[src/rtl/lsu_byte_seq.sv]
// Byte-serial load/store initiator: splits one RV32I load/store into
// single-byte memory transactions, little-endian, lowest address first.
//
// state | meaning
// IDLE  | ready for a request; latches it on req_valid
// XFER  | one byte transaction per cycle, idx = current byte
// RESP  | one-cycle response pulse, then back to IDLE
module lsu_byte_seq (
    input  logic        clk,
    input  logic        rst_n,
    input  logic        req_valid,
    output logic        req_ready,
    input  logic        req_we,
    input  logic [2:0]  req_funct3,
    input  logic [31:0] req_addr,
    input  logic [31:0] req_wdata,
    output logic        rsp_valid,
    output logic [31:0] rsp_rdata,
    output logic        rsp_err,
    output logic        mem_en,
    output logic        mem_we,
    output logic [31:0] mem_addr,
    output logic [7:0]  mem_wdata,
    input  logic [7:0]  mem_rdata
);

    typedef enum logic [1:0] {IDLE, XFER, RESP} state_t;

    state_t      state, state_nxt;
    logic        we_q;
    logic        err_q;
    logic [2:0]  funct3_q;
    logic [31:0] addr_q;
    logic [31:0] wdata_q;
    logic [31:0] data_buf;
    logic [1:0]  idx;
    logic [1:0]  last_idx;
    logic        illegal;
    logic        accept;
    logic [31:0] ext_data;

    assign illegal = (req_funct3[1:0] == 2'b11)
                   || (!req_we && (req_funct3 == 3'b110))
                   || (req_we && req_funct3[2]);

    assign accept = (state == IDLE) && req_valid;

    always_comb begin
        case (funct3_q[1:0])
            2'b00:   last_idx = 2'd0;
            2'b01:   last_idx = 2'd1;
            default: last_idx = 2'd3;
        endcase
    end

    always_comb begin
        case (funct3_q)
            3'b000:  ext_data = {{24{data_buf[7]}}, data_buf[7:0]};
            3'b001:  ext_data = {{16{data_buf[15]}}, data_buf[15:0]};
            3'b100:  ext_data = {24'b0, data_buf[7:0]};
            3'b101:  ext_data = {16'b0, data_buf[15:0]};
            default: ext_data = data_buf;
        endcase
    end

    always_ff @(posedge clk or negedge rst_n) begin
        if (!rst_n) begin
            state <= IDLE;
        end else begin
            state <= state_nxt;
        end
    end

    always_comb begin
        state_nxt = state;
        req_ready = 1'b0;
        mem_en    = 1'b0;
        mem_we    = 1'b0;
        mem_addr  = 32'b0;
        mem_wdata = 8'b0;
        rsp_valid = 1'b0;
        rsp_err   = 1'b0;
        rsp_rdata = 32'b0;
        case (state)
            IDLE: begin
                req_ready = 1'b1;
                if (req_valid) begin
                    state_nxt = illegal ? RESP : XFER;
                end
            end
            XFER: begin
                mem_en    = 1'b1;
                mem_we    = we_q;
                mem_addr  = addr_q + {30'b0, idx};
                mem_wdata = wdata_q[{idx, 3'b000} +: 8];
                if (idx == last_idx) begin
                    state_nxt = RESP;
                end
            end
            RESP: begin
                rsp_valid = 1'b1;
                rsp_err   = err_q;
                // stores and rejected requests return zero data
                if (!we_q && !err_q) begin
                    rsp_rdata = ext_data;
                end
                state_nxt = IDLE;
            end
            default: state_nxt = IDLE;
        endcase
    end

    always_ff @(posedge clk or negedge rst_n) begin
        if (!rst_n) begin
            we_q     <= 1'b0;
            err_q    <= 1'b0;
            funct3_q <= 3'b0;
            addr_q   <= 32'b0;
            wdata_q  <= 32'b0;
            data_buf <= 32'b0;
            idx      <= 2'b0;
        end else if (accept) begin
            we_q     <= req_we;
            err_q    <= illegal;
            funct3_q <= req_funct3;
            addr_q   <= req_addr;
            wdata_q  <= req_wdata;
            data_buf <= 32'b0;
            idx      <= 2'b0;
        end else if (state == XFER) begin
            idx <= idx + 2'd1;
            if (!we_q) begin
                data_buf[{idx, 3'b000} +: 8] <= mem_rdata;
            end
        end
    end

endmodule
[config.mk]
export PLATFORM = sky130hd
export DESIGN_NAME = lsu_byte_seq
export DESIGN_NICKNAME = d
export VERILOG_FILES = /design/src/rtl/lsu_byte_seq.sv
export SDC_FILE = /design/constraint.sdc
export NUM_CORES = 1
export LEC_CHECK = 0
export ABC_AREA = 1
export BUFFER_PORTS_ARGS = -buffer_cell sky130_fd_sc_hd__buf_2
export CAP_MARGIN = 40
export CELL_PAD_IN_SITES_DETAIL_PLACEMENT = 1
export CELL_PAD_IN_SITES_GLOBAL_PLACEMENT = 1
export CORE_MARGIN = 2
export CORE_UTILIZATION = 40
export DETAILED_ROUTE_END_ITERATION = 10
export GPL_TIMING_DRIVEN = 0
export PLACE_DENSITY_LB_ADDON = 0.12
export SLEW_MARGIN = 30
export SYNTH_ARGS = -nofsm -noshare
export SYNTH_HDL_FRONTEND = slang
export SYNTH_SLANG_ARGS = --single-unit
[constraint.sdc]
create_clock -name clk -period 4.5 [get_ports clk]
set_input_delay 0.9 -clock clk [delete_from_list [all_inputs] [get_ports clk]]
set_output_delay 0.9 -clock clk [all_outputs]
set_load 0.01 [all_outputs]
==> summary.md <==
| Metric | Value |
|---|---|
| Asr flop ratio synth | 100.0% |
| Total CTS buffers | 9 |
| RSZ-0062 raised after global routing | no |
| Post-CTS sizing | 0 |
| Maxcap violations | 0 |
| Setup violators final | 0 |
| Chip Width | 125.5 um |
| CP max FO | 7 |
| Core Rows | 44 |
| Area of the mapped netlist | 0.005904 mm2 |
| Vias/cell | 4.906 |
| EDFF count, synth | 0 |
| P per Cell Area | 612.5 mW/mm2 |
| Final WL | 19220 um |
| Most frequent cell after synthesis | nand2_1 |
| Largest cells by area after synthesis | dfrtp_1 45%, nand2_1 20%, nor2_1 9.9% |
| Synth Area in Compound Gates | 10.55% |
| Initial antenna violation count | 3 |
| Syn Nets | 945 |
| Combinational family with the most area after synthesis | simple AND/OR/NAND/NOR gates |
| Hold bufs inserted after CTS | 0 |
| Placement Setup Slack | 1.543 ns |
| CTS tree | done |
| Footprint of the multi-input gates | 0.002831 mm2 |
| Synth cell count leaders | 312 x nand2_1, 156 x nor2_1, 105 x dfrtp_1, 64 x inv_1, 62 x o21ai_0 |
| Critical-path cell list | ha_1 -> nand3_1 -> nand2_1 -> nand2_1 -> nor2_1 -> nor2_1 -> nor3_1 -> buf_2 |
| Multiplexer share of the synthesized area | 0% |
| Initial Util | 40.78% |
| CTS clk-pin slew, worst paths | 0.07 ns |
| Via count of the routed design | 5976 |
| First-pass GRT wire length | 31220 um |
| Detailed router's first-iteration violation count | 269 |
| Clock skew | 0.006685 ns |
| Nets | 1112 |
| FMAX | 297.2 MHz |
| Dominant cell type by area after synthesis | dfrtp_1 |
| Max_slew headroom | 61.92% |
| Placer congestion estimate | 0.9334 |
| I/O Buffers | 155 |
| Status | complete, no violations |
| VDD IR max | 0.2746 mV |
| Critical Path AT | 2.46 ns |
| Min Tclk post-route | 3.365 ns |
| Vias in the first global route | 6102 |
| Leakage | 3.793 nW |
| Post-Syn Instances | 859 |
| Crit end category | output pin |
| Clk_lat worst skew | 0.36 ns |
| Simple-gate share of the synthesized area | 34.90% |
| Clk root buf | clkbuf_16 |
| Post-synthesis sequential area ratio | 44.50% |
| Min Hold Slack | 0.4481 ns |
| Drt wl/cell | 15.78 um |
| Post-Synth XOR/XNOR Area | 0.8900% |
| Unique masters post-synth | 34 |
| Clk sinks | 105 |
| Area of the core | 0.01448 mm2 |
| CTS Buffer Depth | 2 |
| IO Pins | 156 |
| P&R area growth vs syn | 22.76% |
| Hpwl dp | 14810 um |
| Gr usage total | 24.78% |
| Post-synthesis adder-cell area fraction | 1.611% |
| Overall die area | 0.01575 mm2 |
| # Post-CTS Setup Buffers | 0 |
| Final hold violation count | 0 |
| Largest net degree at the start of global routing | 64 |
| Req. time, crit path | 3.60 ns |
| Routed Antenna Nets | 0 |
| Yosys warning count | 0 |
| Final Max Slew Viols | 0 |
| Worst Slack Setup Final | 1.135 ns |
| TNS Setup | 0 ns |
| Critical Path Max Stage Delay | 0.46 ns |
| Avg Cell Area, Syn | 6.874 um2 |
| Yosys reg bits | 105 |
| Ys flop type | dfrtp_1 |
| Register area | 0.002628 mm2 |
| Drc violations | 0 |
| 1st-pass router iterations | 4 |
| Layout cell share with drive strength beyond 1 | 20.66% |
| Die H | 125.5 um |
| Slowest cell on crit path | dfrtp_1 |
| # fillers | 2004 |
| Period utilization | 74.77% |
| WS Path Type | register to output pin |
| Tightest Pin Transition | 0.5711 ns |
| Share of the synthesized area in the top cell type | 44.50% |
| Grt ovf | 0 |
| Critical path launch point type | register |
| Hold crit path type | input port to asynchronous set/reset pin |
| H-tree levels | 3 |
## worst paths after layout
path                                         start                 endpoint  slack [ns]  cells after the start
max                             idx[1]$_DFFE_PN0P_             mem_addr[13]        1.14                      8
min reg2reg                wdata_q[30]$_DFFE_PN0P_  wdata_q[30]$_DFFE_PN0P_        0.48                      2
min in group clk           wdata_q[30]$_DFFE_PN0P_  wdata_q[30]$_DFFE_PN0P_        0.48                      2
min                                          rst_n   addr_q[25]$_DFFE_PN0P_        0.45                      1
max in group asynchronous                    rst_n   wdata_q[9]$_DFFE_PN0P_        3.39                      2
max reg2reg                     idx[1]$_DFFE_PN0P_  data_buf[0]$_DFFE_PN0P_        1.92                      9
## power breakdown
part / switching [W] / internal, W
combinational: 0.00136 / 0.000663
clock: 0.000368 / 0.000434
sequential: 0.000311 / 0.00130
## metrics by stage
| step | power (W) | cell area (um2) | utilization (%) | instances |
|---|---|---|---|---|
| after floorplan | 0.002896 | 5904 | - | 859 |
| after global placement | 0.003566 | 6910 | 47.73 | 1198 |
| after detailed placement | 0.003645 | 6944 | 47.96 | 1199 |
| after CTS | 0.004483 | 7241 | 50.01 | 1215 |
| after global routing | 0.004830 | 7248 | 50.06 | 1218 |
| final | 0.004440 | 7248 | 50.06 | 1218 |
## state kept, by name (all words and copies together), names as in the netlist
register,count
funct3_q,3
err_q,1
wdata_q,32
we_q,1
data_buf,32
addr_q,32
idx,2
state,2
## layout by cell type, fill, tap and decap left out, drive strengths merged
cell type / n
a21oi: 34
diode: 3
fa: 1
clkbuf: 23
nand4: 2
nand3b: 1
bufinv: 1
nor2: 160
ha: 6
nand3: 28
nor3: 12
clkinv: 2
dfrtp: 105
nor3b: 1
clkinvlp: 2
o22ai: 1
xnor2: 4
inv: 69
buf: 180
and3: 1
xor2: 2
nand2: 315
o21ai: 81
## cell families after synthesis
logic type,count (synthesis)
adders and majority gates,7
xor gates and xnor gates,6
buffers and inverters,105
DFF,105
and+or+nand+nor,520
AOI/OAI and AO/OA,116
## cell type report
class,count,area share (%)
Timing Repair Buffer,156,11.17
Tap cell,184,3.176
Multi-Input combinational cell,649,39.06
Inverter,68,3.556
Sequential cell,105,36.25
Antenna cell,3,0.1036
Buffer,37,2.589
Clock inverter,6,0.9322
Clock buffer,10,3.159
## per-layer routing
metal | global-route usage (%) | vias up | share of wire, %
li1 | - | 3007 | -
met1 | 35.71 | 2822 | 48
met2 | 39.52 | 133 | 46
met3 | 4.407 | 14 | 5.0
met4 | 4.771 | 0 | 0.98
met5 | 0 | - | 0
## worst max-delay path: cells and delay by family (launching register included)
family                   cells  cell delay, ns
adder cells (fa/ha/maj)      1            0.31
buffers and inverters        1            0.20
flip-flops                   1            0.46
AND/OR/NAND/NOR              6            1.15
Note: power is estimated with default switching activity, not from simulation.
